--- src/rtl/pool2_fc_feeder.sv ---
// rtl/pool2_fc_feeder.sv - 2x2 stride-2 signed max-pool feeding the FC layer, CI channels per beat.
// Optional POOL_RELU_EN clamps negative pooled results to zero inside the output register.
module pool2_fc_feeder #(
  parameter int I_BW    = 32,
  parameter int CI      = 3,
  parameter int IN_SIZE = 8
) (
  input  logic               clk,
  input  logic               global_rst_n,
  input  logic               rst,
  input  logic               i_valid,
  input  logic               i_sof,
  input  logic [CI*I_BW-1:0] i_data,
  output logic               o_valid,
  output logic [CI*I_BW-1:0] o_data,
  output logic               o_frame_done
);

  localparam int HALF = IN_SIZE / 2;
  localparam int CW   = (IN_SIZE > 2) ? $clog2(IN_SIZE) : 1;
  localparam int HW   = (HALF > 1) ? $clog2(HALF) : 1;
  localparam logic [CW-1:0] LAST = CW'(IN_SIZE - 1);

  logic [CW-1:0]      col_q, col_d, row_q, row_d;
  logic [CW-1:0]      beat_col, beat_row;
  logic [HW-1:0]      lb_idx;
  logic [CI*I_BW-1:0] h_q, h_d;
  logic [CI*I_BW-1:0] linebuf_q [HALF];
  logic [CI*I_BW-1:0] linebuf_d [HALF];
  logic [CI*I_BW-1:0] pm, res;
  logic [CI*I_BW-1:0] o_data_q, o_data_d;
  logic               o_valid_q, o_valid_d;
  logic               o_frame_done_q, o_frame_done_d;

  function automatic logic [I_BW-1:0] smax(input logic [I_BW-1:0] a, input logic [I_BW-1:0] b);
    return ($signed(a) >= $signed(b)) ? a : b;
  endfunction

  always_comb begin
    // A start-of-frame beat is always treated as position (0,0).
    beat_col       = i_sof ? '0 : col_q;
    beat_row       = i_sof ? '0 : row_q;
    lb_idx         = HW'(beat_col >> 1);
    col_d          = col_q;
    row_d          = row_q;
    h_d            = h_q;
    linebuf_d      = linebuf_q;
    o_valid_d      = 1'b0;
    o_frame_done_d = 1'b0;
    o_data_d       = o_data_q;
    pm             = '0;
    res            = '0;

    for (int c = 0; c < CI; c++) begin
      pm[c*I_BW +: I_BW]  = smax(h_q[c*I_BW +: I_BW], i_data[c*I_BW +: I_BW]);
      res[c*I_BW +: I_BW] = smax(linebuf_q[lb_idx][c*I_BW +: I_BW], pm[c*I_BW +: I_BW]);
`ifdef POOL_RELU_EN
      if (res[c*I_BW + I_BW - 1]) res[c*I_BW +: I_BW] = '0;
`endif
    end

    if (rst) begin
      col_d    = '0;
      row_d    = '0;
      o_data_d = '0;
    end else if (i_valid) begin
      if (!beat_col[0]) begin
        h_d = i_data;
      end else if (!beat_row[0]) begin
        linebuf_d[lb_idx] = pm;
      end else begin
        o_valid_d      = 1'b1;
        o_data_d       = res;
        o_frame_done_d = (beat_col == LAST) && (beat_row == LAST);
      end
      if (beat_col == LAST) begin
        col_d = '0;
        row_d = (beat_row == LAST) ? '0 : beat_row + CW'(1);
      end else begin
        col_d = beat_col + CW'(1);
        row_d = beat_row;
      end
    end else if (i_sof) begin
      col_d = '0;
      row_d = '0;
    end
  end

  always_ff @(posedge clk or negedge global_rst_n) begin
    if (!global_rst_n) begin
      col_q          <= '0;
      row_q          <= '0;
      o_valid_q      <= 1'b0;
      o_frame_done_q <= 1'b0;
      o_data_q       <= '0;
    end else begin
      col_q          <= col_d;
      row_q          <= row_d;
      o_valid_q      <= o_valid_d;
      o_frame_done_q <= o_frame_done_d;
      o_data_q       <= o_data_d;
    end
  end

  // Pooling scratch is always written before it is read, so it carries no reset.
  always_ff @(posedge clk) begin
    h_q       <= h_d;
    linebuf_q <= linebuf_d;
  end

  assign o_valid      = o_valid_q;
  assign o_data       = o_data_q;
  assign o_frame_done = o_frame_done_q;

endmodule
--- config.mk ---
export PLATFORM = sky130hd
export DESIGN_NAME = pool2_fc_feeder
export DESIGN_NICKNAME = d
export VERILOG_FILES = /design/src/rtl/pool2_fc_feeder.sv
export SDC_FILE = /design/constraint.sdc
export NUM_CORES = 1
export LEC_CHECK = 0
export BUFFER_PORTS_ARGS = -buffer_cell sky130_fd_sc_hd__buf_2
export CAP_MARGIN = 20
export CORE_MARGIN = 2
export CORE_UTILIZATION = 30
export CTS_CLUSTER_DIAMETER = 100
export DETAILED_ROUTE_END_ITERATION = 7
export HOLD_SLACK_MARGIN = 0.15
export SLEW_MARGIN = 25
export SYNTH_ARGS = -nofsm -noshare
export SYNTH_HDL_FRONTEND = slang
export SYNTH_SLANG_ARGS = --single-unit
--- constraint.sdc ---
create_clock -name clk -period 10.52 [get_ports clk]
set_input_delay 2.104 -clock clk [delete_from_list [all_inputs] [get_ports clk]]
set_output_delay 2.104 -clock clk [all_outputs]
set_load 0.01 [all_outputs]
After elaboration in Yosys (flattened, before gate mapping)
Cells that the tools add are included.
Storage, ports and cells
  bits in registers: 584
  output and inout bits: 98
  input bits: 101
  word-level logic and storage cells: 67
Cells by class
  reductions and logical operators: 8
  muxes and demuxes: 33
  $lt $le $gt $ge: 8
  $add $sub $neg: 2
  bitwise gates (word level): 4
  eq/ne operators: 2
Operators by type and width (number)
  96-bit 2-to-1 mux: 7
  384-bit bitwise mux: 1
  96-bit binary-select mux with 2-bit select: 1
  96-bit demux with 2-bit select: 1
  32-bit >= comparator: 6
  32-bit 2-to-1 mux: 6
  3-bit 2-to-1 mux: 9
  1-bit 2-to-1 mux: 8
  3-bit by 1-bit adder with 3-bit output (second input constant): 2
  3-bit == test (second input constant): 2
  3-bit AND reduction: 2
  2-bit nonzero test: 3
  4-bit AND reduction: 1
  3-bit >= comparator (second input constant): 1
  3-bit by 1-bit less-than comparator with 1-bit output (second input constant): 1
  1-bit NOT: 3
  2-bit NOT with 3-bit output: 1
  1-bit logical AND: 2

Depth between registers and ports, before layout
  depth in word-level cells: 11
  gate-level depth with buffers: 25
  mapped depth without buffers: 22

Worst setup path before layout
OpenSTA, ideal clock, no wires.
  path type: input to register
  start point: input i_sof
  end point: register h_q[0] (enable)
  arrival: 9.677 ns
  data required time: 9.832 ns
  slack: 0.154 ns
  path buffers: 2
  cell stages on the path: 4
  setup time: 0.688 ns
  path through: clkbuf_1 clkbuf_1 nor2b_1 nor3b_1
On the way
  longest elaborated chain between the ends: 3
Ends and longest elaborated chain
  start: declaration: RTL line 12  | input logic i_sof,
  3-bit 2-to-1 mux
  1-bit NOT (no source line)
  3-bit AND reduction (no source line)
  end signal: assignment: RTL line 107  | h_q <= h_d;
  end: declaration: RTL line 27  | logic [CI*I_BW-1:0] h_q, h_d;
No other way between the ends.
A chain may end at the register's enable or synchronous reset.

Worst setup path in the final report
  start point: input i_data[31]
  end point: register o_data_q[0], in the netlist o_data[0]
On the way
  longest elaborated chain between the ends: 8
Ends and longest elaborated chain
  start: declaration: RTL line 13  | input logic [CI*I_BW-1:0] i_data,
  32-bit >= comparator: RTL line 36  | return ($signed(a) >= $signed(b)) ? a : b;
  32-bit 2-to-1 mux *: RTL line 36
  32-bit >= comparator: RTL line 36
  32-bit 2-to-1 mux *: RTL line 36
  96-bit 2-to-1 mux *: RTL line 69  | end else if (!beat_row[0]) begin
  96-bit 2-to-1 mux *: RTL line 67  | if (!beat_col[0]) begin
  96-bit 2-to-1 mux *: RTL line 66  | end else if (i_valid) begin
  96-bit 2-to-1 mux *: RTL line 62  | if (rst) begin
  end signal: assignment: RTL line 101  | o_data_q <= o_data_d;
  end: declaration: RTL line 31  | logic [CI*I_BW-1:0] o_data_q, o_data_d;
Every way passes the cells marked *; elsewhere a longest branch is shown, timed or not. The select of a mux whose other input is x is not followed.

==> qor.yml <==
use_met3_pct: 2.89
syn_to_final_growth_pct: 17.1
finalSetupViolCount: 0
reg2reg_from: "h_q[31]"
path_class: "in -> reg"
drive_above_1_share_pct: 18.0
synth_xor_area_share_pct: 0.0314
coreArea_mm2: 0.0919
crit_path_start_kind: "input pin"
synth_seq_cells: 584
pin_count: 199
synthCells: 2236
required_ps: 11060
syn_nets: 2532
fin_skew_ps: 38.7
rsz0062_at_grt: "no"
outcome: "finished, final reports clean"
post_drt_wl_per_cell_um: 20.7
design_area_mm2: 0.0327
maxSlewViolCount: 0
dp_hpwl_um: 50200
synthAdderAreaFrac_pct: 8.75
fin_crit_sh_pct: 78.7
tns_ps: 0
htreeDepth: 3
clock_latency_ps: 630
cp_slowest_cell: "and3_2"
path_clk_slew_ps: 60
io_buffer_count: 198
std_cell_rows: 111
vias: 19000
busiest_layer: "met2"
period_minus_slack_ps: 8280
grt_max_degree: 96
antenna_found_initial: 2
grt_pass1_wl_um: 116000
ys_async_sr_fraction_pct: 17.8
first_global_vias: 18900
hold_end: "o_data[79]"
drc: 0
hold_viol: 0
placed_area_mm2: 0.0304
power.leakage_nw: 13.0
worstSetupEndpointType: "flop"
grt_usage_pct: 16.0
hp-start: "o_data[79]"
vdd_drop_max_uv: 119
p_per_area_mw_per_mm2: 171
relSlewSlack_pct: 35.5
clock-sinks: 584
min_path_cells: 2
crit_start: "i_data[31]"
wl_um: 77100
synth-simple-area-share_pct: 8.19
die-height_um: 309
r2r_end: "o_data[0]"
synth_top_cell_area_share_pct: 51.7
fp.dieW_um: 309
critPathArrivalTime_ps: 8820
synth_top_family_by_area: "compound AO/OA/AOI/OAI gates"
critical_path.max_stage_delay_ps: 830
yosys-top-cells-area: "edfxtp_1 52%, dfrtp_1 9.3%, ha_1 8.8%, mux2_2 3.4%, inv_1 2.6%"
fin_nets: 2721
drt_iter0_drc: 1484
yosys_warnings: 0
gp_congestion: 0.803
cts_made_buffers: 71
cts_resized: 0
grt_overflow: 0
syn_area_mm2: 0.0279
r2r_slack_ps: 3420
start_util_pct: 30.3
cts_tree: "yes"
antenna_left: 0
synth_mux_area_share_pct: 4.63
cp_common_cell: "nand4_1"
fin_util_pct: 35.5
tightest_slew_ps: 968
met1_usage_pct: 21.6
ys.flop_type: "edfxtp_1"
critPathMaxFanout: 34
dieArea_mm2: 0.0954
reg2reg_depth: 20
ys_seq_area_share_pct: 61.0
clock_tree.root_cell: "clkbuf_16"
post_cts_buffers: 0
synth_compound_area_share_pct: 13.0
ctsHoldBuffers: 0
diodes: 0
min_path_type: "reg -> reg"
grt_util_met2_pct: 26.5
synthDistinctLibCells: 65
maxCapViolations: 0
crit_chain: "buf_2 -> inv_1 -> ha_1 -> nand4_1 -> nor4_1 -> nand4_1 -> nor3_1 -> or4_1 -> and3_2 -> mux2i_1 -> ha_1 -> a21o_1 -> a21o_1 -> a2111oi_0 -> nor3b_1 -> or4_1 -> nand4_1 -> a31oi_2 -> o211ai_4 -> buf_4 -> nor2_1 -> o31ai_1"
synth_edf_count: 480
dr.pass1.iters: 5
synth_top_cell_by_area: "edfxtp_1"
syn_area_per_cell_um2: 12.5
clock_path_buffers: 3
post_drt_via_cell_ratio: 5.08
fmax_mhz: 121
## placed cells by master (no fill, tap or decap), types with 7 or more instances in the layout
cell type | synthesis | final
a211oi_1 | 33 | 33
a21o_1 | 43 | 43
a21oi_1 | 90 | 90
a221o_1 | 7 | 7
a22oi_1 | 53 | 53
and3_1 | 8 | 7
buf_2 | 20 | 196
buf_4 | 4 | 30
clkbuf_1 | 80 | 24
clkbuf_16 | 0 | 71
clkinv_2 | 0 | 10
dfrtp_1 | 104 | 102
edfxtp_1 | 480 | 480
ha_1 | 195 | 195
inv_1 | 196 | 195
inv_6 | 0 | 8
mux2_2 | 85 | 85
mux2i_1 | 32 | 32
nand2_1 | 184 | 182
nand3_1 | 73 | 73
nand4_1 | 39 | 39
nor2_1 | 79 | 74
nor2b_1 | 15 | 14
nor3b_1 | 33 | 32
o211ai_1 | 9 | 9
o21a_1 | 7 | 7
o21ai_0 | 105 | 105
o21ai_1 | 31 | 31
o22ai_1 | 80 | 80
o311ai_1 | 60 | 60
## cell type report
type,instances,area [um2]
Clock buffer,101,1950
Clock inverter,31,349
Fill cell,9015,59300
Inverter,197,741
Multi-Input combinational cell,1340,9750
Sequential cell,584,17000
Tap cell,1243,1560
Timing Repair Buffer,231,1290
## flip-flops by register name (all words and copies together), names as in the netlist
name and flops:
linebuf_q 384, h_q 96, o_data 96, col_q 3
row_q 3, o_frame_done 1, o_valid 1
## report_power, final
group	switching [mW]	total [mW]	internal, mW
combinational	0.400	0.588	0.188
clock	0.991	2.42	1.43
sequential	0.0111	2.58	2.57
## logic make-up after synthesis
kind of cell	count (synthesis)
fa+ha+maj	195
buf+inv	312
mux	118
flops	584
xor+xnor	1
simple gates	474
compound gates	552
## per-layer routing
layer / vias to the layer above / wire length [um]
met5: - / 21
met2: 537 / 36500
met3: 106 / 4600
li1: 8877 / -
met4: 4 / 1630
met1: 9427 / 34300
## how the worst max path moves through the flow
stage               slack (ps)  cells after the start        end
floorplan                  150                      4     h_q[0]
global placement          1630                     22  o_data[0]
detailed placement        1650                     22  o_data[0]
CTS                       2310                     22  o_data[0]
global route              1720                     22  o_data[0]
finish                    2240                     22  o_data[0]
## through the flow
stage          power (mW)  worst slack (ps)  hold slack, ps  cells
2_1_floorplan        3.02               154             516   2236
4_1_cts              5.65              2310             485   3727
3_5_place_dp         3.21              1650             471   3595
6_report             5.59              2240             477   3727
3_3_place_gp         3.20              1630             464   3593
5_1_grt              5.80              1720             505   3727
## critical path: cells and delay by family
family	cells	cell delay, ps
compound gates	6	1400
mux	1	430
buf+inv	3	640
fa+ha+maj	2	790
simple gates	10	3400
## Yosys cell counts, drive strengths merged, types with 6 or more instances
cell      n
o21ai   136
nor3      7
o22ai    80
a21oi    90
nand3    73
buf      35
and4      6
mux2i    33
edfxtp  480
o211ai   10
nand4    39
and3      8
o21a      7
o311ai   62
mux2     85
clkbuf   80
ha      195
a21o     43
nor3b    33
nor2b    15
inv     196
nand2   184
a211oi   34
a22oi    53
nand2b    6
dfrtp   104
nor2     79
a221o     7
Power figures use the tool's default switching activity.
